===== src/rtl/eth_pcs_pkg.sv =====
// ----------------------------------------------------------------------------
// eth_pcs_pkg
//   Definitions shared by the 10G PCS receive-domain blocks.
//   - SYNC_DATA / SYNC_CTRL : the two legal 64b/66b sync header codes
//   - lock_state_t          : Clause 49 block-lock state encoding
//   - sh_is_valid()         : true for a legal sync header
// ----------------------------------------------------------------------------
package eth_pcs_pkg;

  localparam logic [1:0] SYNC_DATA = 2'b01;
  localparam logic [1:0] SYNC_CTRL = 2'b10;

  typedef enum logic [1:0] {
    RESET_CNT = 2'd0,
    TEST_SH   = 2'd1,
    SLIP      = 2'd2,
    SLIP_WAIT = 2'd3
  } lock_state_t;

  function automatic logic sh_is_valid(input logic [1:0] hdr);
    return (hdr == SYNC_DATA) || (hdr == SYNC_CTRL);
  endfunction

endpackage


===== src/rtl/rx_block_lock_ctrl_if.sv =====
// ----------------------------------------------------------------------------
// rx_block_lock_ctrl_if
//   Gearbox <-> block-lock controller signal bundle.
//   - xver_rx_header       : sync header from the gearbox
//   - xver_rx_header_valid : header qualifier
//   - xver_rx_gearbox_slip : one-cycle slip request back to the gearbox
//   - o_block_lock         : alignment acquired
//   - o_slip_count         : saturating slip counter
//   master : gearbox / stimulus side, slave : lock controller side
// ----------------------------------------------------------------------------
interface rx_block_lock_ctrl_if;

  logic [1:0] xver_rx_header;
  logic       xver_rx_header_valid;
  logic       xver_rx_gearbox_slip;
  logic       o_block_lock;
  logic [7:0] o_slip_count;

  modport master (
    output xver_rx_header,
    output xver_rx_header_valid,
    input  xver_rx_gearbox_slip,
    input  o_block_lock,
    input  o_slip_count
  );

  modport slave (
    input  xver_rx_header,
    input  xver_rx_header_valid,
    output xver_rx_gearbox_slip,
    output o_block_lock,
    output o_slip_count
  );

endinterface


===== src/rtl/reset_sync_n.sv =====
// ----------------------------------------------------------------------------
// reset_sync_n
//   Active-low reset: asserts asynchronously, releases synchronously after
//   two clock edges.
//   - clk        : destination clock
//   - arst_n     : raw asynchronous active-low reset
//   - rst_sync_n : reset for the clk domain
// ----------------------------------------------------------------------------
module reset_sync_n (
  input  logic clk,
  input  logic arst_n,
  output logic rst_sync_n
);

  logic meta;
  logic sync;

  always_ff @(posedge clk or negedge arst_n) begin
    if (!arst_n) begin
      meta <= 1'b0;
      sync <= 1'b0;
    end else begin
      meta <= 1'b1;
      sync <= meta;
    end
  end

  assign rst_sync_n = sync;

endmodule


===== src/rtl/rx_block_lock_ctrl.sv =====
// ----------------------------------------------------------------------------
// rx_block_lock_ctrl
//   64b/66b receive block-lock state machine. Tests sync headers, requests
//   gearbox slips until alignment is found and qualifies the PCS receive
//   path with o_block_lock.
//   - xver_rx_clk : transceiver RX user clock
//   - i_reset_n   : asynchronous active-low reset
//   - bus         : header in, slip / lock / slip count out (slave modport)
// ----------------------------------------------------------------------------
module rx_block_lock_ctrl
  import eth_pcs_pkg::*;
#(
  parameter int SH_CNT_MAX       = 64,
  parameter int SH_INVALID_MAX   = 16,
  parameter int SLIP_WAIT_CYCLES = 32
) (
  input  logic                 xver_rx_clk,
  input  logic                 i_reset_n,
  rx_block_lock_ctrl_if.slave  bus
);

  localparam int SH_CNT_W  = $clog2(SH_CNT_MAX + 1);
  localparam int SH_INV_W  = $clog2(SH_INVALID_MAX + 1);
  localparam int WAIT_W    = $clog2(SLIP_WAIT_CYCLES + 1);

  localparam logic [SH_CNT_W-1:0] SH_CNT_LAST  = SH_CNT_W'(SH_CNT_MAX);
  localparam logic [SH_INV_W-1:0] SH_INV_LAST  = SH_INV_W'(SH_INVALID_MAX);
  localparam logic [WAIT_W-1:0]   WAIT_LOAD    = WAIT_W'(SLIP_WAIT_CYCLES);

  localparam logic [1:0] ST_RESET_CNT = 2'(RESET_CNT);
  localparam logic [1:0] ST_TEST_SH   = 2'(TEST_SH);
  localparam logic [1:0] ST_SLIP      = 2'(SLIP);
  localparam logic [1:0] ST_SLIP_WAIT = 2'(SLIP_WAIT);

  function automatic logic [7:0] sat_inc8(input logic [7:0] v);
    return (v == 8'hFF) ? v : v + 8'd1;
  endfunction

  logic rst_n;

  reset_sync_n u_reset_sync (
    .clk        (xver_rx_clk),
    .arst_n     (i_reset_n),
    .rst_sync_n (rst_n)
  );

  logic [1:0]          state, state_nxt;
  logic [SH_CNT_W-1:0] sh_cnt, sh_cnt_nxt;
  logic [SH_INV_W-1:0] sh_invalid_cnt, sh_invalid_cnt_nxt;
  logic [WAIT_W-1:0]   wait_cnt, wait_cnt_nxt;
  logic                block_lock, block_lock_nxt;
  logic                slip, slip_nxt;
  logic [7:0]          slip_count, slip_count_nxt;

  // Post-increment counter values for the current header sample
  logic                hdr_bad;
  logic [SH_CNT_W-1:0] sh_cnt_inc;
  logic [SH_INV_W-1:0] sh_invalid_inc;

  assign hdr_bad        = !sh_is_valid(bus.xver_rx_header);
  assign sh_cnt_inc     = sh_cnt + SH_CNT_W'(1);
  assign sh_invalid_inc = sh_invalid_cnt + SH_INV_W'(hdr_bad);

  always_comb begin
    state_nxt          = state;
    sh_cnt_nxt         = sh_cnt;
    sh_invalid_cnt_nxt = sh_invalid_cnt;
    wait_cnt_nxt       = wait_cnt;
    block_lock_nxt     = block_lock;
    slip_nxt           = 1'b0;
    slip_count_nxt     = slip_count;

    case (state)
      ST_RESET_CNT: begin
        sh_cnt_nxt         = '0;
        sh_invalid_cnt_nxt = '0;
        state_nxt          = ST_TEST_SH;
      end

      ST_TEST_SH: begin
        if (bus.xver_rx_header_valid) begin
          sh_cnt_nxt         = sh_cnt_inc;
          sh_invalid_cnt_nxt = sh_invalid_inc;
          // Slip request and lock drop are registered together so both
          // appear in the cycle after the offending sample.
          if (hdr_bad && (!block_lock || sh_invalid_inc == SH_INV_LAST)) begin
            state_nxt      = ST_SLIP;
            slip_nxt       = 1'b1;
            block_lock_nxt = 1'b0;
          end else if (sh_cnt_inc == SH_CNT_LAST) begin
            if (sh_invalid_inc == '0) begin
              block_lock_nxt = 1'b1;
            end
            state_nxt = ST_RESET_CNT;
          end
        end
      end

      ST_SLIP: begin
        slip_count_nxt = sat_inc8(slip_count);
        wait_cnt_nxt   = WAIT_LOAD;
        state_nxt      = ST_SLIP_WAIT;
      end

      ST_SLIP_WAIT: begin
        // Headers are ignored here while the gearbox realigns
        if (wait_cnt <= WAIT_W'(1)) begin
          wait_cnt_nxt = '0;
          state_nxt    = ST_RESET_CNT;
        end else begin
          wait_cnt_nxt = wait_cnt - WAIT_W'(1);
        end
      end

      default: begin
        state_nxt = ST_RESET_CNT;
      end
    endcase
  end

  always_ff @(posedge xver_rx_clk or negedge rst_n) begin
    if (!rst_n) begin
      state          <= ST_RESET_CNT;
      sh_cnt         <= '0;
      sh_invalid_cnt <= '0;
      wait_cnt       <= '0;
      block_lock     <= 1'b0;
      slip           <= 1'b0;
      slip_count     <= 8'd0;
    end else begin
      state          <= state_nxt;
      sh_cnt         <= sh_cnt_nxt;
      sh_invalid_cnt <= sh_invalid_cnt_nxt;
      wait_cnt       <= wait_cnt_nxt;
      block_lock     <= block_lock_nxt;
      slip           <= slip_nxt;
      slip_count     <= slip_count_nxt;
    end
  end

  assign bus.xver_rx_gearbox_slip = slip;
  assign bus.o_block_lock         = block_lock;
  assign bus.o_slip_count         = slip_count;

endmodule


===== src/flat_wrapper.sv =====
// flat-port wrapper written by rule: the top's interface ports become plain ports
module rx_block_lock_ctrl_flat import eth_pcs_pkg::*;
#(
  parameter int SH_CNT_MAX       = 64,
  parameter int SH_INVALID_MAX   = 16,
  parameter int SLIP_WAIT_CYCLES = 32
)
  (xver_rx_clk, i_reset_n, bus_xver_rx_header, bus_xver_rx_header_valid, bus_xver_rx_gearbox_slip, bus_o_block_lock, bus_o_slip_count);
  rx_block_lock_ctrl_if bus_i ();
  input  logic xver_rx_clk;
  input  logic i_reset_n;
  input wire logic [$bits(bus_i.xver_rx_header)-1:0] bus_xver_rx_header;
  input wire logic [$bits(bus_i.xver_rx_header_valid)-1:0] bus_xver_rx_header_valid;
  output wire logic [$bits(bus_i.xver_rx_gearbox_slip)-1:0] bus_xver_rx_gearbox_slip;
  output wire logic [$bits(bus_i.o_block_lock)-1:0] bus_o_block_lock;
  output wire logic [$bits(bus_i.o_slip_count)-1:0] bus_o_slip_count;
  assign bus_i.xver_rx_header = bus_xver_rx_header;
  assign bus_i.xver_rx_header_valid = bus_xver_rx_header_valid;
  assign bus_xver_rx_gearbox_slip = bus_i.xver_rx_gearbox_slip;
  assign bus_o_block_lock = bus_i.o_block_lock;
  assign bus_o_slip_count = bus_i.o_slip_count;
  rx_block_lock_ctrl #(.SH_CNT_MAX(SH_CNT_MAX), .SH_INVALID_MAX(SH_INVALID_MAX), .SLIP_WAIT_CYCLES(SLIP_WAIT_CYCLES)) u_core (.xver_rx_clk(xver_rx_clk), .i_reset_n(i_reset_n), .bus(bus_i));
endmodule

===== config.mk =====
export PLATFORM = sky130hd
export DESIGN_NAME = rx_block_lock_ctrl_flat
export DESIGN_NICKNAME = d
export VERILOG_FILES = /design/src/rtl/eth_pcs_pkg.sv /design/src/rtl/rx_block_lock_ctrl_if.sv /design/src/rtl/reset_sync_n.sv /design/src/rtl/rx_block_lock_ctrl.sv /design/src/flat_wrapper.sv
export SDC_FILE = /design/constraint.sdc
export NUM_CORES = 1
export LEC_CHECK = 0
export BUFFER_PORTS_ARGS = -buffer_cell sky130_fd_sc_hd__buf_2
export CORE_UTILIZATION = 35
export CTS_BUF_LIST = sky130_fd_sc_hd__clkbuf_16
export CTS_CLUSTER_DIAMETER = 60
export DETAILED_ROUTE_END_ITERATION = 10
export PLACE_DENSITY = 0.56
export RECOVER_POWER = 50
export SETUP_SLACK_MARGIN = 0.2
export SYNTH_ARGS = -nofsm -noshare
export SYNTH_HDL_FRONTEND = slang
export SYNTH_HIERARCHICAL = 1
export SYNTH_SLANG_ARGS = --single-unit

===== constraint.sdc =====
create_clock -name xver_rx_clk -period 0.9 [get_ports xver_rx_clk]
set_input_delay 0.225 -clock xver_rx_clk [delete_from_list [all_inputs] [get_ports xver_rx_clk]]
set_output_delay 0.225 -clock xver_rx_clk [all_outputs]
set_load 0.03 [all_outputs]

* Word level (Yosys, flattened, before mapping)
Cells that the tools add are included.
Word-level totals: input bits 5, output and inout port bits 10, logic and storage cells 58, flip-flop bits (word level) 32
Cells by class: multiplexer cells 17, equality and inequality tests 11, magnitude comparators 1, reduce and logical (&&, ||, !) cells 15, bitwise operators 1, add/sub/neg operators 4
Operators with widths (count):
- $pmux 7 s2 | 1
- $pmux 6 s2 | 1
- $pmux 5 s2 | 1
- $add 8x1->8 const B | 1
- $eq 8x8->1 const B | 1
- $mux 2 | 4
- $pmux 2 s4 | 1
- $reduce_bool 2->1 | 4
- $add 7x1->7 const B | 1
- $eq 7x7->1 const B | 1
- $mux 7 | 1
- $eq 2x2->1 const B | 3
- $le 6x1->1 const B | 1
- $mux 1 | 6
- $mux 6 | 1
- $sub 6x1->6 const B | 1
- $add 5x1->5 | 1
- $eq 5x5->1 const B | 1
- $logic_not 5->1 | 1
- $mux 5 | 1
- $eq 2x1->1 const B | 2
- $reduce_and 2->1 | 2
- $reduce_and 4->1 | 1
- $ne 3x1->1 const B | 1
- other kinds (8) | 10

* Logic depth before layout (Yosys ltp)
depth after elaboration 10, depth in mapped cells 8, depth with buffers taken out 8

* Modules after synthesis
The synthesis kept the hierarchy.
Modules (own cells, without submodules):
- rx_block_lock_ctrl | area an instance 1531.5 um^2, seq. area each 750.7 um^2, cells an instance 150, times used 1
- reset_sync_n | area an instance 53.8 um^2, seq. area each 50.0 um^2, cells an instance 3, times used 1

* Least setup slack after synthesis
OpenSTA, ideal clock, no wires.
kind flip-flop to flip-flop, from register u_core.slip_count[0], in the netlist u_core/bus.o_slip_count[0], to register u_core.slip_count[1], in the netlist u_core/bus.o_slip_count[1], clock period less this slack 1.757 ns, arrival time 1.632 ns, setup slack -0.857 ns, cell stages (with the launch flop) 6, required time 0.775 ns, setup time 0.125 ns, path buffers 0, cell sequence dfrtp_1 -> ha_1 -> nand3_1 -> nor2_1 -> a21oi_1 -> mux2_2
Between the ends: word-level cells in the longest chain between the ends 3, elaborated cells between the ends (all ways) 4, classes of those cells add/sub (1); eq/ne (1); bitwise (1); reduce/logical (1)
RTL lines:
- start, declared | RTL line rx_block_lock_ctrl.sv:53 | logic [7:0] slip_count, slip_count_nxt;
- start signal, assigned | RTL line rx_block_lock_ctrl.sv:137 | slip_count <= slip_count_nxt;
- parallel branches: the longest is 3 deep, another holds $add 8x1->8
Several ways; the timed one is not identified. A chain may end at the register's enable or synchronous reset.

* Final worst setup path
from register u_core.sh_invalid_cnt[0], to register u_core.state[0]
Between the ends: word-level cells in the longest chain between the ends 7, elaborated cells between the ends (all ways) 9, classes of those cells add/sub (1); eq/ne (2); mux (3); reduce/logical (3)
RTL lines:
- start, declared | RTL line rx_block_lock_ctrl.sv:49 | logic [SH_INV_W-1:0] sh_invalid_cnt, sh_invalid_cnt_nxt;
- start signal, assigned | RTL line rx_block_lock_ctrl.sv:133 | sh_invalid_cnt <= sh_invalid_cnt_nxt;
- $add 5x1->5 (*) | RTL line rx_block_lock_ctrl.sv:62 | assign sh_invalid_inc = sh_invalid_cnt + SH_INV_W'(hdr_bad);
- $eq 5x5->1 (*) | RTL line rx_block_lock_ctrl.sv:86 | if (hdr_bad && (!block_lock || sh_invalid_inc == SH_INV_LAST)) begin
- $logic_or 1x1->1 (*) | RTL line rx_block_lock_ctrl.sv:86
- $logic_and 1x1->1 (*) | RTL line rx_block_lock_ctrl.sv:86
- $mux 2 | RTL line rx_block_lock_ctrl.sv:86
- $mux 2 | RTL line rx_block_lock_ctrl.sv:81 | if (bus.xver_rx_header_valid) begin
- $pmux 2 s4 | RTL line rx_block_lock_ctrl.sv:73 | case (state)
- end signal, assigned | RTL line rx_block_lock_ctrl.sv:131 | state <= state_nxt;
- end, declared | RTL line rx_block_lock_ctrl.sv:47 | logic [1:0] state, state_nxt;
Mark *: on every way between the ends. The rest lies on a longest branch, timed or not. The select of a mux whose other input is x is not followed.

==> impl_metrics.json <==
{
  "setup_violations": 40,
  "synthDistinctLibCells": 38,
  "finalNonFillerCells": 292,
  "cts.sinks": 32,
  "wire_per_inst_um": 14.38,
  "timing.rr.end": "u_core/state[0]",
  "layout_commonest_cell": "buf_4",
  "crit_type": "flop to flop",
  "root_buffer": "clkbuf_16",
  "yosysTopAreaCellShare_pct": 50.51,
  "timing.final.crit_period_ns": 1.579,
  "track_usage_pct": 18.58,
  "ys_seq_area_share_pct": 50.51,
  "p_total_uw": 8362,
  "antenna_cells": 0,
  "h-tree-depth": 2,
  "cp_top_family": "flip-flops",
  "status": "complete, but fails checks",
  "p_per_area_nw_per_um2": 2954,
  "cpPeakStageDelay_ns": 0.40,
  "globalRoute.totalOverflow": 0,
  "hold_path.class": "input pin to async pin",
  "antenna_found_initial": 0,
  "cp.buffers_inverters": 0,
  "reg2reg_from": "u_core/sh_invalid_cnt[0]",
  "place.gp.congestion": 0.7714,
  "rsz0062_at_grt": "true",
  "drt_iter0_drc": 58,
  "synth_area_leader_cell": "dfrtp_1",
  "cts_tree": "built",
  "start_util_pct": 36.41,
  "remaining_drc_errors": 0,
  "dpl_worst_slack_ns": -0.8130,
  "dp_hpwl_um": 2569,
  "ys_seq_elements": 32,
  "synthCells": 153,
  "reg2regPathDepth": 7,
  "fp.dieH_um": 69.30,
  "dieArea_um2": 4802,
  "yosysWarnings": 6,
  "cp-end-kind": "flop",
  "p_leak_uw": 0.001259,
  "critPathMaxFanout": 3,
  "finish.utilization_pct": 65.00,
  "r2r_slack_ns": -0.68,
  "fmax_ghz": 0.6331,
  "vias": 1514,
  "drive_above_1_share_pct": 59.58,
  "clk_latency_ns": 0.28,
  "grt_pass1_vias": 1538,
  "numPortBuffers": 14,
  "ioPinCount": 15,
  "mostFrequentLayoutCells": "buf_4 (46), buf_6 (28), dfrtp_1 (20)",
  "start_kind": "flop",
  "hold_violations": 0,
  "crit_arrival_ns": 1.73,
  "die_w_um": 69.30,
  "netlist_area_um2": 1585,
  "grt_pass1_wl_um": 6872,
  "cts_made_buffers": 5,
  "finalWorstSetupSlack_ns": -0.6794,
  "synth_area_per_cell_um2": 10.36,
  "layout.nets": 250,
  "cp_slowest_cell": "dfrtp_1",
  "path_cells": "ha_4 > ha_4 > xor2_1 > nor3_2 > nand3_1 > a21oi_2 > a311oi_1",
  "cap_violations": 0,
  "synth.area.top_cells": "dfrtp_1 (51%), o21ai_0 (5.7%), ha_1 (4.7%)",
  "slew_viol_final": 0,
  "placed_cells": 260,
  "cpMostUsedCell": "ha_4",
  "synth_nets": 164,
  "drt_pass1_iterations": 4,
  "clk_pin_slew_ns": 0.05,
  "core_um2": 4354,
  "grt_max_degree": 31,
  "synthToLayoutAreaGrowth_pct": 78.53,
  "period_share_pct": 175.5,
  "critPathRequiredTime_ns": 1.05,
  "ant_nets": 0,
  "irDropWorstVdd_mv": 1.601,
  "finalWirelength_um": 4200,
  "num_rows": 24,
  "avgViaCountPerCell": 5.185,
  "clock_skew_ns": 0.006410,
  "violations": "negative setup slack",
  "clock_path_buffers": 2
}
[worst reg2reg max path: cells and delay by family, from the launching register on]
family	cells	cell delay [ns]
adders and majority gates	2	0.36
AOI/OAI and AO/OA	2	0.24
DFF	1	0.40
and+or+nand+nor	2	0.31
xor gates and xnor gates	1	0.15
[metal layers]
layer | share of wire [%] | GRT usage, % | vias up
met3 | 2.5 | 4.942 | 10
li1 | - | - | 733
met5 | 0 | 0 | -
met2 | 52 | 31.18 | 30
met4 | 3.0 | 9.524 | 0
met1 | 42 | 21.76 | 741
[per-stage QoR]
stage | hold slack [ns] | setup TNS [ns] | instance area, um^2
4_1_cts | 0.2215 | -15.25 | 2743
6_report | 0.2668 | -15.50 | 2830
2_1_floorplan | -0.07059 | -11.92 | 1762
3_3_place_gp | 0.01062 | -13.60 | 2201
5_1_grt | 0.2694 | -17.87 | 2830
3_5_place_dp | 0.01454 | -14.51 | 2201
[sequential cells by signal, indices dropped and copies added, names as in the netlist, named ones only]
name,count
u_core/state,1
u_core/sh_cnt,7
u_core/u_reset_sync/rst_sync_n,1
u_core/bus.o_block_lock,1
u_core/sh_invalid_cnt,5
u_core/wait_cnt,6
u_core/u_reset_sync/meta,1
u_core/bus.xver_rx_gearbox_slip,1
u_core/bus.o_slip_count,8
[area by class of cell]
| type | instances | area (um^2) |
|---|---|---|
| multi-input cells | 114 | 1065 |
| repair buffers | 81 | 701.9 |
| well taps | 52 | 65.06 |
| clock inverters | 3 | 38.79 |
| flip-flops and latches | 32 | 815.8 |
| inverters | 5 | 18.77 |
| fillers | 333 | 1524 |
| clock buffers | 5 | 125.1 |
[cell families (layout without fill, tap and decap cells)]
kind of cell | after synthesis | after routing | synth area share (%)
compound gates | 40 | 41 | 17.21
xor+xnor | 9 | 9 | 4.972
buf+inv | 8 | 94 | 1.973
flops | 32 | 32 | 50.51
other cells | 1 | 1 | 0.2366
simple gates | 53 | 53 | 17.76
fa+ha+maj | 6 | 6 | 4.735
mux | 4 | 4 | 2.605
[power breakdown]
| group | internal [uW] | leakage [uW] | switching (uW) |
|---|---|---|---|
| clock network | 1290 | 0.0000850 | 580 |
| logic | 2340 | 0.000774 | 1950 |
| registers | 1840 | 0.000400 | 361 |
| total | 5470 | 0.00126 | 2890 |
[synth_stat cells, drive strengths merged]
master,count
clkbuf,2
o21ai,19
a21oi,3
and3,2
nand3b,1
nor3b,2
nor4,1
inv,5
o311ai,1
nor2,8
o22ai,1
and4b,1
a22o,5
conb,1
o31ai,2
dfrtp,32
o21a,1
nand4,4
mux2,1
nand2b,2
nor4b,1
or3,1
nand2,15
a31oi,3
nor2b,1
a21o,2
a41oi,2
ha,6
nand3,9
xor2,4
mux2i,3
buf,1
xnor2,5
a311oi,1
nor3,5
[worst max path at each step]
stage | start | to | slack, ns | cells after the start
after floorplan | u_core/wait_cnt[3] | u_core/wait_cnt[3] | -0.61 | 4
after global placement | bus_xver_rx_header[1] | u_core/state[0] | -0.75 | 9
after detailed placement | bus_xver_rx_header[1] | u_core/state[0] | -0.81 | 9
after CTS | u_core/sh_invalid_cnt[0] | u_core/state[0] | -0.67 | 7
after global routing | u_core/sh_invalid_cnt[0] | u_core/state[0] | -0.80 | 7
final | u_core/sh_invalid_cnt[0] | u_core/state[0] | -0.68 | 7
[timing repair]
| action | 4_1_cts | 5_1_grt |
|---|---|---|
| hold buffers | 1 | 0 |
| hold endpoints to repair | 2 | 0 |
| resized for setup | 56 | 13 |
| pin swaps | 30 | 12 |
| buffers inserted | 17 | 4 |
| setup endpoints to repair | 40 | 40 |
| gates cloned | 2 | 0 |
Power figures use the tool's default switching activity.
